File: src/rtl/bs_adder.sv
// -----------------------------------------------------------------------------
// bs_adder
//
// This is a bit-serial adder for the BKM datapath. It trades adder width for
// latency. The operands are loaded into two shift registers and added LSB-first
// through a single full-adder cell and one carry flip-flop, one bit per enabled
// cycle. The finished sum and carry-out are then held in output registers until
// the consumer takes them.
//
// Ports
//   clk        clock, all state changes on the rising edge
//   arst_n     asynchronous reset, active low
//   en         clock enable; when low every register is frozen and both
//              handshakes read as not-ready / not-valid
//   in_valid   operands a, b, ci are valid
//   in_ready   block is idle and enabled, so operands can be accepted
//   a, b       unsigned summands, N_BITS wide
//   ci         carry in
//   out_valid  s/co hold a finished result and the block is enabled
//   out_ready  consumer accepts the result
//   s          registered sum, N_BITS wide
//   co         registered carry out
// -----------------------------------------------------------------------------
module bs_adder #(
  parameter int N_BITS = 16
) (
  input  logic              clk,
  input  logic              arst_n,
  input  logic              en,
  input  logic              in_valid,
  output logic              in_ready,
  input  logic [N_BITS-1:0] a,
  input  logic [N_BITS-1:0] b,
  input  logic              ci,
  output logic              out_valid,
  input  logic              out_ready,
  output logic [N_BITS-1:0] s,
  output logic              co
);

  // The counter must be able to represent N_BITS. It reaches that value on the
  // last step and never wraps before the next load clears it.
  localparam int               CNT_W    = $clog2(N_BITS + 1);
  localparam logic [CNT_W-1:0] CNT_LAST = CNT_W'(N_BITS - 1);

  typedef enum logic [1:0] {
    IDLE,
    ADD,
    DONE
  } state_e;

  state_e            state_q, state_d;
  logic [N_BITS-1:0] aSh_q, aSh_d;
  logic [N_BITS-1:0] bSh_q, bSh_d;
  logic [N_BITS-1:0] sumSh_q, sumSh_d;
  logic              c_q, c_d;
  logic [CNT_W-1:0]  cnt_q, cnt_d;
  logic [N_BITS-1:0] s_q, s_d;
  logic              co_q, co_d;

  logic              sumBit;
  logic              carryNext;
  logic [N_BITS-1:0] sumShifted;

  // The full-adder cell works on the current LSBs of the operand shift
  // registers. The new sum bit enters at the MSB end of the sum shift register.
  // After N_BITS steps the first bit produced has reached bit 0.
  always_comb begin
    sumBit     = aSh_q[0] ^ bSh_q[0] ^ c_q;
    carryNext  = (aSh_q[0] & bSh_q[0]) | (aSh_q[0] & c_q) | (bSh_q[0] & c_q);
    sumShifted = sumSh_q >> 1;
    sumShifted[N_BITS-1] = sumBit;
  end

  // Next-state logic. Every register holds its value unless en is high, so a
  // disabled cycle during ADD simply adds one cycle of latency.
  always_comb begin
    state_d = state_q;
    aSh_d   = aSh_q;
    bSh_d   = bSh_q;
    sumSh_d = sumSh_q;
    c_d     = c_q;
    cnt_d   = cnt_q;
    s_d     = s_q;
    co_d    = co_q;

    if (en) begin
      case (state_q)
        IDLE: begin
          if (in_valid) begin
            aSh_d   = a;
            bSh_d   = b;
            sumSh_d = '0;
            c_d     = ci;
            cnt_d   = '0;
            state_d = ADD;
          end
        end
        ADD: begin
          aSh_d   = aSh_q >> 1;
          bSh_d   = bSh_q >> 1;
          sumSh_d = sumShifted;
          c_d     = carryNext;
          cnt_d   = cnt_q + CNT_W'(1);
          // This step handles the last bit. The result is taken from the
          // shifted value rather than sumSh_q, which still lacks the final bit.
          if (cnt_q == CNT_LAST) begin
            s_d     = sumShifted;
            co_d    = carryNext;
            state_d = DONE;
          end
        end
        DONE: begin
          if (out_ready) begin
            state_d = IDLE;
          end
        end
        default: state_d = IDLE;
      endcase
    end
  end

  // State registers. Reset aborts any operation in flight and clears the carry,
  // so nothing from an aborted operation reaches the next one.
  always_ff @(posedge clk or negedge arst_n) begin
    if (!arst_n) begin
      state_q <= IDLE;
      aSh_q   <= '0;
      bSh_q   <= '0;
      sumSh_q <= '0;
      c_q     <= 1'b0;
      cnt_q   <= '0;
      s_q     <= '0;
      co_q    <= 1'b0;
    end else begin
      state_q <= state_d;
      aSh_q   <= aSh_d;
      bSh_q   <= bSh_d;
      sumSh_q <= sumSh_d;
      c_q     <= c_d;
      cnt_q   <= cnt_d;
      s_q     <= s_d;
      co_q    <= co_d;
    end
  end

  // Both handshakes are gated by en, so a frozen block never appears to
  // transfer anything.
  assign in_ready  = (state_q == IDLE) && en;
  assign out_valid = (state_q == DONE) && en;
  assign s         = s_q;
  assign co        = co_q;

endmodule

File: config.mk
export PLATFORM = sky130hd
export DESIGN_NAME = bs_adder
export DESIGN_NICKNAME = d
export VERILOG_FILES = /design/src/rtl/bs_adder.sv
export SDC_FILE = /design/constraint.sdc
export NUM_CORES = 1
export LEC_CHECK = 0
export CAP_MARGIN = 20
export CORE_MARGIN = 4
export CORE_UTILIZATION = 30
export DETAILED_ROUTE_END_ITERATION = 8
export GPL_TIMING_DRIVEN = 0
export PLACE_DENSITY = 0.53
export SYNTH_ARGS = -nofsm -noshare
export SYNTH_HDL_FRONTEND = slang
export SYNTH_SLANG_ARGS = --single-unit
File: constraint.sdc
create_clock -name clk -period 1.5 [get_ports clk]
set_input_delay 0.3 -clock clk [delete_from_list [all_inputs] [get_ports clk]]
set_output_delay 0.3 -clock clk [all_outputs]
set_load 0.01 [all_outputs]
==> results of run 1 <==
## cell usage in the layout, fill, tap and decap left out, types with 2 or more instances in the layout
master / count
a22o_1: 14
buf_12: 7
buf_2: 2
buf_4: 17
buf_6: 3
buf_8: 7
bufinv_16: 3
clkbuf_1: 3
clkbuf_16: 8
clkbuf_4: 2
clkbuf_8: 9
clkdlybuf4s50_1: 35
clkinv_2: 2
dfrtp_1: 72
dlygate4sd2_1: 18
mux2_4: 18
mux2i_1: 30
mux2i_2: 2
nand2_1: 8
nor2_1: 2
o21ai_0: 41
o21ai_1: 24
o21ai_2: 8
or2_4: 2
## repair_timing
item / in CTS / in global routing
cloned: 1 / 8
gates resized for setup: 68 / 69
pin swaps: 2 / 6
endpoints found under the setup margin: 78 / 65
hold buffers: 1 / 0
buffers inserted: 12 / 6
endpoints found under the hold margin: 34 / 0
## logic make-up (layout without fill, tap and decap cells)
logic type	Yosys count	count (layout)	synth area share [%]
adder cells (fa/ha/maj)	3	3	1.413
AO/OA/AOI/OAI	91	91	16.10
buffers and inverters	22	121	4.083
flip-flops	72	72	56.54
AND/OR/NAND/NOR	22	23	4.084
multiplexers	51	51	17.79
## final cells by class
cell class | instances | area [um^2]
fillers | 964 | 5525
flip-flops and latches | 72 | 1802
multi-input cells | 168 | 1398
repair buffers | 84 | 930.9
plain buffers | 20 | 259.0
well taps | 136 | 170.2
clock buffers | 10 | 127.6
clock inverters | 6 | 107.6
inverters | 1 | 3.754
## cell usage after synthesis (2+ instances only)
library cell  number
nand2_1            8
mux2_4             9
dfrtp_1           72
mux2_2             9
a22o_1            14
ha_1               2
buf_6              3
buf_2              5
o21ai_0           73
clkbuf_1           6
clkbuf_2           3
buf_4              4
nor2_1             3
mux2i_1           33
## power by group through the flow
stage / clock network [mW] / logic [mW] / registers [mW]
final: 1.84 / 3.67 / 3.12
after global routing: 1.97 / 4.01 / 3.22
after CTS: 1.88 / 2.79 / 3.12
after detailed placement: 0 / 2.52 / 3.16
after global placement: 0 / 2.46 / 3.14
after floorplan: 0 / 1.74 / 3.07
## per-stage QoR
| stage | cells | TNS, ns | hold WS [ns] | instance area [um^2] |
|---|---|---|---|---|
| floorplan | 261 | -0.7508 | 0.004409 | 3211 |
| finish | 497 | -3.365 | 0.4599 | 4798 |
| detailed placement | 454 | -30.00 | 0.2935 | 3959 |
| global placement | 453 | -206.01 | 0.4870 | 3941 |
| global route | 497 | -7.137 | 0.4759 | 4798 |
| CTS | 483 | -1.645 | 0.4683 | 4419 |
## worst min path at each step
stage	slack [ns]	endpoint	cells past startpoint
after floorplan	0.004	aSh_q[0]	0
after global placement	0.49	s[5]	1
after detailed placement	0.29	s[10]	1
after CTS	0.47	s[10]	2
after global routing	0.48	s[10]	2
final	0.46	s[10]	2
## critical path: stages (launching register included)
cell       delay, ns
dfrtp_1         0.40
nand2b_4        0.15
buf_6           0.12
clkbuf_16       0.14
nor2_4          0.07
buf_6           0.10
## registers in the layout, indices dropped and copies added, names as in the netlist
| signal | cells |
|---|---|
| bSh_q | 16 |
| s | 16 |
| cnt_q | 5 |
| sumSh_q | 15 |
| aSh_q | 16 |
| co | 1 |
| c_q | 1 |
| state_q | 2 |
## per-layer routing
metal  share of wire [%]  up-vias  track usage (%)  routed length [um]
met5                   0        -                0                   0
met3                 4.2       10            4.203                 331
met4                 1.2        0            3.325                  95
met1                  47     1174            16.91                3707
met2                  48       48            19.42                3752
li1                    -     1144                -                   -
==> results.json, run 1 <==
{
  "status": "finished, violations left",
  "violations": "setup timing",
  "ios": 57,
  "hpwl_um": 4983,
  "tritoncts": "built",
  "timing.rr.start": "cnt_q[1]",
  "drc_errors": 0,
  "synth_async_sr_flop_share_pct": 100.0,
  "cts_made_buffers": 9,
  "reg2reg_slack_ns": -0.13,
  "gp_congestion": 0.7378,
  "route.vias.total": 2376,
  "combPwrFrac_pct": 42.6,
  "worstSetupPathType": "flop to primary output",
  "drt_pass1_iterations": 4,
  "pwr-share-seq_pct": 36.2,
  "htreeDepth": 3,
  "fmax_mhz": 612.4,
  "cts.sinks": 72,
  "final_util_pct": 46.48,
  "die_area_mm2": 0.01234,
  "grt_max_degree": 39,
  "drt_first_iter_violations": 50,
  "crit_fanout": 3,
  "antenna_found_initial": 0,
  "ys_warn_count": 0,
  "start_util_pct": 30.87,
  "grt_overflow": 0,
  "drv_cap": 0,
  "cts_buffer_depth": 2,
  "ir_drop_uv": 536.6,
  "power_frac_clock_pct": 21.3,
  "p_int_mw": 5.908,
  "ys_types": 31,
  "synth_largest_area_cell": "dfrtp_1",
  "finalPower_mw": 8.631,
  "port_buffers": 56,
  "ys.flop_type": "dfrtp_1",
  "critPathLaunch": "state_q[1]",
  "hold_class": "input port to async pin",
  "ant_nets": 0,
  "grt_usage_pct": 12.54,
  "slew-limit-headroom_pct": 62.19,
  "slew_viol_final": 0,
  "r2r_cells": 6,
  "n_antenna_cell": 0,
  "grt_pass1_vias": 2487,
  "grt_pass1_wl_um": 12590,
  "seq_area_frac_synth_pct": 56.54,
  "vias_per_cell": 4.781,
  "drive_above_1_share_pct": 28.25,
  "critPathLaunchType": "flop",
  "ys_ff_latch": 72,
  "cp-endpoint": "in_ready",
  "endpoint_kind": "primary output",
  "final_hold_viol_count": 0,
  "setup-violations-final": 46,
  "syn_nets": 302,
  "period_needed_ns": 1.633,
  "rsz0062_at_grt": "true",
  "worst_skew_pair.late_latency_ns": 0.35,
  "syn_inst": 261,
  "synth_top_area_share_pct": 56.54,
  "min_period_over_period_pct": 108.9,
  "synth_area_mm2": 0.003187,
  "cts_root_buf": "clkbuf_8",
  "synth_area_leaders": "dfrtp_1 57%, o21ai_0 11%, mux2i_1 10%",
  "fin_ws_ns": -0.1329,
  "coreArea_mm2": 0.01032,
  "wl_per_cell_um": 15.87,
  "die_w_um": 111.1,
  "synth_edf_count": 0,
  "power.net_switching_mw": 2.722,
  "post-place-ws_ns": -1.004,
  "cp_data_arrival_time_ns": 1.33,
  "crit_required_ns": 1.20,
  "dieHeight_um": 111.1,
  "p_leak_nw": 2.361,
  "synth.avg_cell_area_um2": 12.21,
  "clk_pin_slew_worst_paths_ns": 0.08,
  "r2r-end": "s[0]",
  "nets": 397,
  "p_per_area_mw_per_mm2": 1799,
  "worst_slew_pin_slew_ns": 0.5659,
  "skew_ns": 0.008095,
  "area_growth_pct": 50.57,
  "p_sw_share_pct": 31.54,
  "routed_wl_um": 7887,
  "rows": 37
}
(Power assumes the default switching activity.)
==> run 2: changes to the inputs <==
--- a/config.mk
+++ b/config.mk
@@ -14,3 +14,4 @@
 export SYNTH_ARGS = -nofsm -noshare
 export SYNTH_HDL_FRONTEND = slang
 export SYNTH_SLANG_ARGS = --single-unit
+export TNS_END_PERCENT = 1
==> run 2 against run 1 <==
The run still ends with setup timing left; die area unchanged; sequential share of layout area grew 2.9 points; final area fell by 7.1%; combinational power is 22% lower; critical path type is now flop to flop; wire length decreased by 6.5%; count of clock-buffer cells in the layout did not move; fmax decreased by 0.42%; clock skew down 0.00085 ns; sequential power about the same; power decreased by 9.5%; largest power group is now sequential cells; largest cell class unchanged; register-to-register slack barely moved; hold slack better by 0.0071 ns.
==> results.json, run 2 (synthesis results as in run 1) <==
{
  "status": "finished, violations left",
  "violations": "setup timing",
  "n_antenna_cell": 0,
  "hpwl_um": 4983,
  "hold_class": "input port to async pin",
  "placedCellCount": 454,
  "drc_errors": 0,
  "min_period_over_period_pct": 109.3,
  "crit_required_ns": 1.73,
  "rows": 37,
  "cts.sinks": 72,
  "route.vias.total": 2280,
  "crit_fanout": 6,
  "gp_congestion": 0.7378,
  "fillers": 996,
  "cts_made_buffers": 9,
  "grt_usage_pct": 12.32,
  "period_needed_ns": 1.640,
  "tns_ns": -2.360,
  "seq_area_mm2": 0.001802,
  "slew-limit-headroom_pct": 62.07,
  "multiInputGateArea_mm2": 0.001310,
  "area_growth_pct": 39.81,
  "antenna_found_initial": 0,
  "stdcell_count": 483,
  "final_hold_viol_count": 0,
  "crit_chain": "buf_4, and3b_2, nand2_8, clkbuf_16, mux2_4",
  "final_cell_mix": "72 x dfrtp_1, 42 x o21ai_0, 35 x clkdlybuf4s50_1, 33 x mux2i_1, 31 x o21ai_1",
  "cts_root_buf": "clkbuf_8",
  "tritoncts": "built",
  "ir_drop_uv": 521.8,
  "worst_skew_pair.late_latency_ns": 0.34,
  "cp_data_arrival_time_ns": 1.87,
  "grt_max_degree": 39,
  "nets": 383,
  "drv_cap": 0,
  "cts_buffer_depth": 2,
  "cpPeakStageDelay_ns": 0.40,
  "rsz0062_at_grt": "true",
  "slew_viol_final": 0,
  "start_util_pct": 30.87,
  "htreeDepth": 3,
  "skew_ns": 0.007241,
  "grt_pass1_vias": 2451,
  "slowest_stage": "dfrtp_1",
  "p_per_area_mw_per_mm2": 1753,
  "coreArea_mm2": 0.01032,
  "p_leak_nw": 2.198,
  "wl_per_cell_um": 15.27,
  "drive_above_1_share_pct": 21.90,
  "critPathLaunchType": "flop",
  "endpoint_kind": "flop",
  "whs_ns": 0.4670,
  "worstSetupPathType": "flop to flop",
  "mostFrequentLayoutCell": "dfrtp_1",
  "dieHeight_um": 111.1,
  "die_w_um": 111.1,
  "grt_pass1_wl_um": 12330,
  "setup-violations-final": 35,
  "grt_overflow": 0,
  "routed_wl_um": 7374,
  "vias_per_cell": 4.720,
  "drt_first_iter_violations": 70,
  "drt_pass1_iterations": 4,
  "clk_pin_slew_worst_paths_ns": 0.08,
  "fin_ws_ns": -0.1399,
  "fmax_mhz": 609.8,
  "worst_slew_pin_slew_ns": 0.5677,
  "ant_nets": 0,
  "ios": 57,
  "die_area_mm2": 0.01234,
  "port_buffers": 56
}
[run 2: cell count changes in the layout (fill, tap and decap cells not counted), sizes merged]
cell    previous run  this run
clkbuf            23        19
or2                2         1
buf               37        27
nand2              9        10
[run 2: per-stage QoR]
stage | area [um^2] | power, mW | setup slack, ns | util [%]
after global placement | 3941 | 5.598 | -2.469 | 38.18
final | 4456 | 7.810 | -0.1399 | 43.16
after global routing | 4456 | 8.359 | -0.2007 | 43.16
after detailed placement | 3959 | 5.678 | -1.004 | 38.35
after floorplan | 3211 | 4.815 | -0.08342 | -
after CTS | 4303 | 7.657 | -0.1755 | 41.68
[run 2: worst paths after layout]
kind | cells after the start | from | slack [ns] | to
max in group asynchronous | 3 | arst_n | 0.46 | aSh_q[8]
worst max register to register | 5 | state_q[1] | -0.14 | s[10]
min in group clk | 1 | sumSh_q[1] | 0.50 | sumSh_q[1]
worst min register to register | 1 | sumSh_q[1] | 0.50 | sumSh_q[1]
worst min-delay path | 2 | arst_n | 0.47 | s[10]
worst max-delay path | 5 | state_q[1] | -0.14 | s[10]
[run 2: area by class of cell]
cell class	count	share of cell area, %
well taps	136	3.819
clock inverters	6	2.415
repair buffers	69	15.42
clock buffers	10	2.864
multi-input cells	168	29.40
plain buffers	21	5.560
flip-flops and latches	72	40.44
inverters	1	0.08425
[run 2: critical path: cells and delay by family (launching register included)]
family | cells | cell delay [ns]
and+or+nand+nor | 2 | 0.50
DFF | 1 | 0.40
buffers and inverters | 2 | 0.34
muxes | 1 | 0.29
[run 2: report_power, final]
part	switching (mW)	leakage, nW	internal (mW)
combinational	1.31	1.13	1.55
clock	0.731	0.116	1.10
sequential	0.434	0.951	2.68
total	2.48	2.20	5.33
[run 2: repair_timing]
| item | 4_1_cts | 5_1_grt |
|---|---|---|
| endpoints found under the setup margin | 78 | 72 |
| endpoints found under the hold margin | 34 | 0 |
| setup buffers | 5 | 5 |
| gates resized for setup | 60 | 38 |
| hold buffers | 1 | 0 |
| pin swaps | 1 | 1 |
| cloned | 0 | 2 |
[run 2: metal layers]
metal  track usage [%]  part of all wire (%)  vias up  wire (um)
met4             3.406                   1.0        0         77
met5                 0                     0        -          0
met1             16.29                    47     1118       3500
met2             19.30                    47       48       3474
li1                  -                     -     1107          -
met3             4.258                   4.4        7        321
